**src/rtl/freq_meter_pkg.sv**
```systemverilog
`default_nettype none
//============================================================================
// Module : freq_meter_pkg
// Shared types, defaults and helpers for the frequency / duty meter.
// Rev    : 1.0
//============================================================================
package freq_meter_pkg;

    localparam int c_DEFAULT_DATA_WIDTH  = 8;
    localparam int c_DEFAULT_SYNC_STAGES = 2;

    typedef enum logic [1:0] {
        IDLE    = 2'd0,
        ARM     = 2'd1,
        MEASURE = 2'd2
    } state_t;

    // Largest count representable in a counter of the given width.
    function automatic int unsigned cnt_max(input int unsigned width);
        return (32'd1 << width) - 32'd1;
    endfunction

endpackage
`default_nettype wire

```
**src/rtl/sync_edge_det.sv**
```systemverilog
`default_nettype none
//============================================================================
// Module : sync_edge_det
// Multi-flop synchronizer with a trailing delay flop and rising-edge detect.
// Rev    : 1.0
//============================================================================
module sync_edge_det
    import freq_meter_pkg::*;
#(
    parameter int SYNC_STAGES = c_DEFAULT_SYNC_STAGES
) (
    input  logic clk,
    input  logic rst,
    input  logic i_async,
    output logic o_s,
    output logic o_rise
);

    logic [SYNC_STAGES-1:0] r_sync;
    logic                   r_s_d;

    always_ff @(posedge clk or posedge rst) begin
        if (rst) begin
            r_sync <= '0;
            r_s_d  <= 1'b0;
        end else begin
            r_sync <= {r_sync[SYNC_STAGES-2:0], i_async};
            r_s_d  <= r_sync[SYNC_STAGES-1];
        end
    end

    assign o_s    = r_sync[SYNC_STAGES-1];
    assign o_rise = r_sync[SYNC_STAGES-1] & ~r_s_d;

endmodule
`default_nettype wire

```
**src/rtl/freq_meter.sv**
```systemverilog
`default_nettype none
//============================================================================
// Module : freq_meter
// Measures period and high time of a slow signal in clk cycles.
// Rev    : 1.0
//============================================================================
module freq_meter
    import freq_meter_pkg::*;
#(
    parameter int DATA_WIDTH  = c_DEFAULT_DATA_WIDTH,
    parameter int SYNC_STAGES = c_DEFAULT_SYNC_STAGES
) (
    input  logic                  clk,
    input  logic                  rst,
    input  logic                  en,
    input  logic                  sig_in,
    output logic [DATA_WIDTH-1:0] period,
    output logic [DATA_WIDTH-1:0] high_time,
    output logic                  valid,
    output logic                  overflow,
    output logic                  busy
);

    localparam logic [DATA_WIDTH-1:0] c_CNT_MAX = DATA_WIDTH'(cnt_max(DATA_WIDTH));
    localparam logic [DATA_WIDTH-1:0] c_ONE     = DATA_WIDTH'(1);

    logic                  w_s;
    logic                  w_rise;

    state_t                r_state;
    logic [DATA_WIDTH-1:0] r_cnt;
    logic [DATA_WIDTH-1:0] r_hi_cnt;
    logic [DATA_WIDTH-1:0] r_period;
    logic [DATA_WIDTH-1:0] r_high_time;
    logic                  r_valid;
    logic                  r_overflow;
    logic                  r_busy;

    sync_edge_det #(
        .SYNC_STAGES (SYNC_STAGES)
    ) u_sync_edge_det (
        .clk     (clk),
        .rst     (rst),
        .i_async (sig_in),
        .o_s     (w_s),
        .o_rise  (w_rise)
    );

    // Disable has priority over everything, including a coincident rise.
    always_ff @(posedge clk or posedge rst) begin
        if (rst) begin
            r_state     <= IDLE;
            r_cnt       <= '0;
            r_hi_cnt    <= '0;
            r_period    <= '0;
            r_high_time <= '0;
            r_valid     <= 1'b0;
            r_overflow  <= 1'b0;
            r_busy      <= 1'b0;
        end else begin
            r_valid <= 1'b0;
            if (!en) begin
                r_state    <= IDLE;
                r_cnt      <= '0;
                r_hi_cnt   <= '0;
                r_overflow <= 1'b0;
                r_busy     <= 1'b0;
            end else begin
                case (r_state)
                    IDLE: begin
                        r_state  <= ARM;
                        r_busy   <= 1'b1;
                        r_cnt    <= '0;
                        r_hi_cnt <= '0;
                    end
                    ARM: begin
                        r_busy <= 1'b1;
                        if (w_rise) begin
                            r_cnt    <= c_ONE;
                            r_hi_cnt <= c_ONE;
                            r_state  <= MEASURE;
                        end
                    end
                    MEASURE: begin
                        r_busy <= 1'b1;
                        // A rise on the saturating cycle still yields a full-scale result.
                        if (w_rise) begin
                            r_period    <= r_cnt;
                            r_high_time <= r_hi_cnt;
                            r_valid     <= 1'b1;
                            r_overflow  <= 1'b0;
                            r_cnt       <= c_ONE;
                            r_hi_cnt    <= c_ONE;
                        end else if (r_cnt == c_CNT_MAX) begin
                            r_overflow <= 1'b1;
                            r_state    <= ARM;
                            r_cnt      <= '0;
                            r_hi_cnt   <= '0;
                        end else begin
                            r_cnt <= r_cnt + c_ONE;
                            if (w_s) begin
                                r_hi_cnt <= r_hi_cnt + c_ONE;
                            end
                        end
                    end
                    default: begin
                        r_state <= IDLE;
                        r_busy  <= 1'b0;
                    end
                endcase
            end
        end
    end

    assign period    = r_period;
    assign high_time = r_high_time;
    assign valid     = r_valid;
    assign overflow  = r_overflow;
    assign busy      = r_busy;

endmodule
`default_nettype wire

```
**config.mk**
```make
export PLATFORM = sky130hd
export DESIGN_NAME = freq_meter
export DESIGN_NICKNAME = d
export VERILOG_FILES = /design/src/rtl/freq_meter_pkg.sv /design/src/rtl/sync_edge_det.sv /design/src/rtl/freq_meter.sv
export SDC_FILE = /design/constraint.sdc
export NUM_CORES = 1
export LEC_CHECK = 0
export CORE_ASPECT_RATIO = 1.2
export CORE_MARGIN = 5
export CORE_UTILIZATION = 50
export DETAILED_ROUTE_END_ITERATION = 7
export PLACE_DENSITY = 0.78
export SLEW_MARGIN = 15
export SYNTH_ARGS = -nofsm -noshare
export SYNTH_HDL_FRONTEND = slang
export SYNTH_SLANG_ARGS = --single-unit
```
**constraint.sdc**
```tcl
create_clock -name clk -period 1.75 [get_ports clk]
set_clock_uncertainty 0.1 [all_clocks]
set_input_delay 0.35 -clock clk [delete_from_list [all_inputs] [get_ports clk]]
set_output_delay 0.35 -clock clk [all_outputs]
set_load 0.02 [all_outputs]
```
==> summary.txt <==
Global routing
  • First-pass GRT wire length: 8342 um
  • Initial antenna violation count: 0
  • Gr ovfl total: 0
  • Largest net degree at the start of global routing: 41
  • GR Util All Layers: 20.02%
  • Vias in the first global route: 1,788

Place
  • Placed Cells: 282
  • Place WS: -0.3179 ns
  • Gpl congestion: 0.8912
  • Dpl hpwl: 3263 um
  • Port bufs: 22

Pwr
  • Pwr Density: 975.3 mW/mm^2
  • Leakage dissipation: 0.001388 uW
  • Worst VDD drop: 0.8197 mV

Logic synthesis
  • Predominant post-synthesis flop cell: dfrtp_1
  • Post-Synth XOR/XNOR Area: 0%
  • Synth area leaders: dfrtp_1 (48%), mux2_2 (6.5%), ha_1 (4.2%)
  • Commonest cells in the netlist: dfrtp_1 (40), mux2_2 (12), nand2_1 (12)
  • Count leader, synth: dfrtp_1
  • Post-synth EDFFs: 0
  • Post-synthesis mux area share: 11.33%
  • Synth Area in Compound Gates: 14.35%
  • Largest family of logic cells by synthesized area: simple AND/OR/NAND/NOR gates
  • Number of synthesis warnings: 0
  • Net Count, Synth: 196
  • Synth Instances: 185
  • Syn Area/Cell: 11.22 sq um
  • Post-Synth Simple-Gate Area: 17.60%
  • Leading area contributor after synthesis: dfrtp_1
  • Adder-cell share of the synthesized area: 4.219%
  • Cell Area, Synth: 0.002076 sq mm
  • Yosys reg bits: 40
  • Cell variety after synth: 49
  • Synth async-reset ratio: 100.0%
  • Sequential area share after synthesis: 48.22%
  • Yosys top cell area share: 48.22%

Run status
  • Failing checks: negative setup slack
  • Status: finished, violations left

Critical path
  • Cells on worst reg2reg path: 8
  • R2R Setup Slk: -0.11 ns
  • Arrival time at the worst endpoint: 1.94 ns
  • Worst EP required: 1.83 ns
  • Critical path fanouts, max: 6
  • Crit. End Element: register
  • Crit Path Class: reg2reg
  • R2R Path End: r_hi_cnt[5]
  • R2R Path Start: r_state[0]
  • Critical Path Source Type: register

Job
  • Max Cap Viol: 0

STA
  • FMAX: 536.9 MHz
  • Unrepaired setup endpoints after global routing: true
  • Final hold slack: 0.2530 ns
  • Final setup margin: -0.1126 ns
  • Final Hold Viols: 0
  • Setup TNS: -0.8304 ns
  • Max-slew violations: 0
  • Minimum clock period: 1.863 ns
  • Tightest Pin Transition: 0.3834 ns
  • Slew HR: 74.17%
  • # setup viols final: 19
  • Period utilisation layout: 106.4%

Drt
  • Iter 0 DRT Violations: 216
  • Avg WL per Cell: 17.20 um
  • DRT Pass-1 Iters: 4
  • Drc violations: 0
  • Total wire length: 5142 um
  • Via-to-Cell Ratio: 5.866
  • DRT met1 WL: 2002 um
  • Met2 WL post-DR: 2711 um
  • Met3 wire length: 243 um
  • DR vias: 1,754
  • Top Layer Used: met4
  • Final antenna-violating net count: 0

Clock network
  • CTS Buffer Depth: 2
  • H-tree depth: 2
  • Clock transition at path regs: 0.08 ns
  • TritonCTS clock tree: built
  • CTS Sinks: 40
  • Clock root cell: clkbuf_8
  • Num CTS Buffers: 5
  • Cts hold-fix bufs: 0
  • Worst-Skew Late Latency: 0.30 ns

Floorplan
  • Die Footprint: 0.005546 sq mm
  • Initial core utilization: 52.25%
  • Core Area: 0.003973 sq mm
  • Height of the die: 80.58 um
  • Die Span X: 68.82 um
  • Std cell rows: 25
  • I/O pin cnt: 23

Finish
  • Antenna Cells: 0
  • Fillers: 288
  • Area of the multi-input gates: 0.001137 sq mm
  • Nets: 255
  • Area Growth Syn to Fin: 38.04%
  • Sequential cell area: 0.001001 sq mm
  • Share of cells above drive strength 1: 36.73%
  • Fin cells: 299

Min path
  • HP Start: u_sync_edge_det.r_sync[0]
  • Hold Path Class: reg2reg
  • Hold Path Sink: u_sync_edge_det.r_sync[1]
  • Hold path cells: 0
critical path: stages (launching register included):
cell	delay (ns)
dfrtp_1	0.44
inv_2	0.10
ha_4	0.20
nor4b_4	0.30
buf_4	0.19
a211oi_4	0.05
buf_4	0.16
a21boi_2	0.13
o2bb2ai_1	0.07
logic make-up after synthesis:
| kind of cell | count (synthesis) |
|---|---|
| simple gates | 61 |
| mux | 20 |
| flops | 40 |
| fa+ha+maj | 7 |
| compound gates | 41 |
| buf+inv | 16 |
per-layer routing:
metal / track usage, % / vias to the layer above
met2: 33.91 / 58
met4: 8.772 / 0
met5: 0 / -
met1: 23.60 / 871
li1: - / 806
met3: 4.615 / 19
report_power, final:
| part | internal [uW] | leakage (uW) | switching (uW) |
|---|---|---|---|
| Clock | 278 | 0.0000479 | 327 |
| Combinational | 583 | 0.000793 | 589 |
| Sequential | 975 | 0.000547 | 43.8 |
area by class of cell:
type	instances	area share (%)
clock buffers	5	2.402
multi-input cells	131	39.69
inverters	10	1.397
clock inverters	3	0.6550
flip-flops and latches	40	34.93
well taps	54	2.358
repair buffers	56	18.56
registers in the layout, indices dropped and copies added, names as in the netlist:
register and count:
u_sync_edge_det.r_sync 2, u_sync_edge_det.r_s_d 1, period 8, busy 1
r_state 2, r_cnt 8, valid 1, r_hi_cnt 8
overflow 1, high_time 8
cells in the final DEF (no fill, tap or decap), types with 5 or more instances in the layout:
| cell type | instances |
|---|---|
| buf_4 | 27 |
| buf_6 | 5 |
| clkbuf_8 | 5 |
| clkdlybuf4s50_1 | 17 |
| dfrtp_1 | 40 |
| dlymetal6s2s_1 | 5 |
| inv_1 | 7 |
| mux2_2 | 12 |
| nand2_1 | 11 |
| nand3_1 | 8 |
| nand4_1 | 8 |
| nor2_1 | 9 |
| nor3_1 | 5 |
| o21ai_0 | 6 |
worst max path at each step:
stage	slack, ns	end	from
floorplan	0.004	r_hi_cnt[3]	r_state[1]
global placement	-0.23	r_cnt[6]	en
detailed placement	-0.32	r_cnt[3]	en
CTS	-0.06	r_hi_cnt[3]	r_state[0]
global route	-0.18	r_hi_cnt[5]	r_state[0]
finish	-0.11	r_hi_cnt[5]	r_state[0]
timing repair:
| action | 4_1_cts | 5_1_grt |
|---|---|---|
| buffers inserted | 2 | 6 |
| pin swaps | 7 | 6 |
| resized for setup | 16 | 20 |
| setup endpoints to repair | 16 | 37 |
| cloned | 0 | 2 |
stage by stage:
step	instance area, sq um	utilization (%)	power (uW)
after floorplan	2093	-	1583
after global placement	2542	64.00	1898
after detailed placement	2542	64.00	1919
after CTS	2711	68.25	2646
after global routing	2865	72.13	2936
final	2865	72.13	2794
Note: power is estimated with default switching activity, not from simulation.
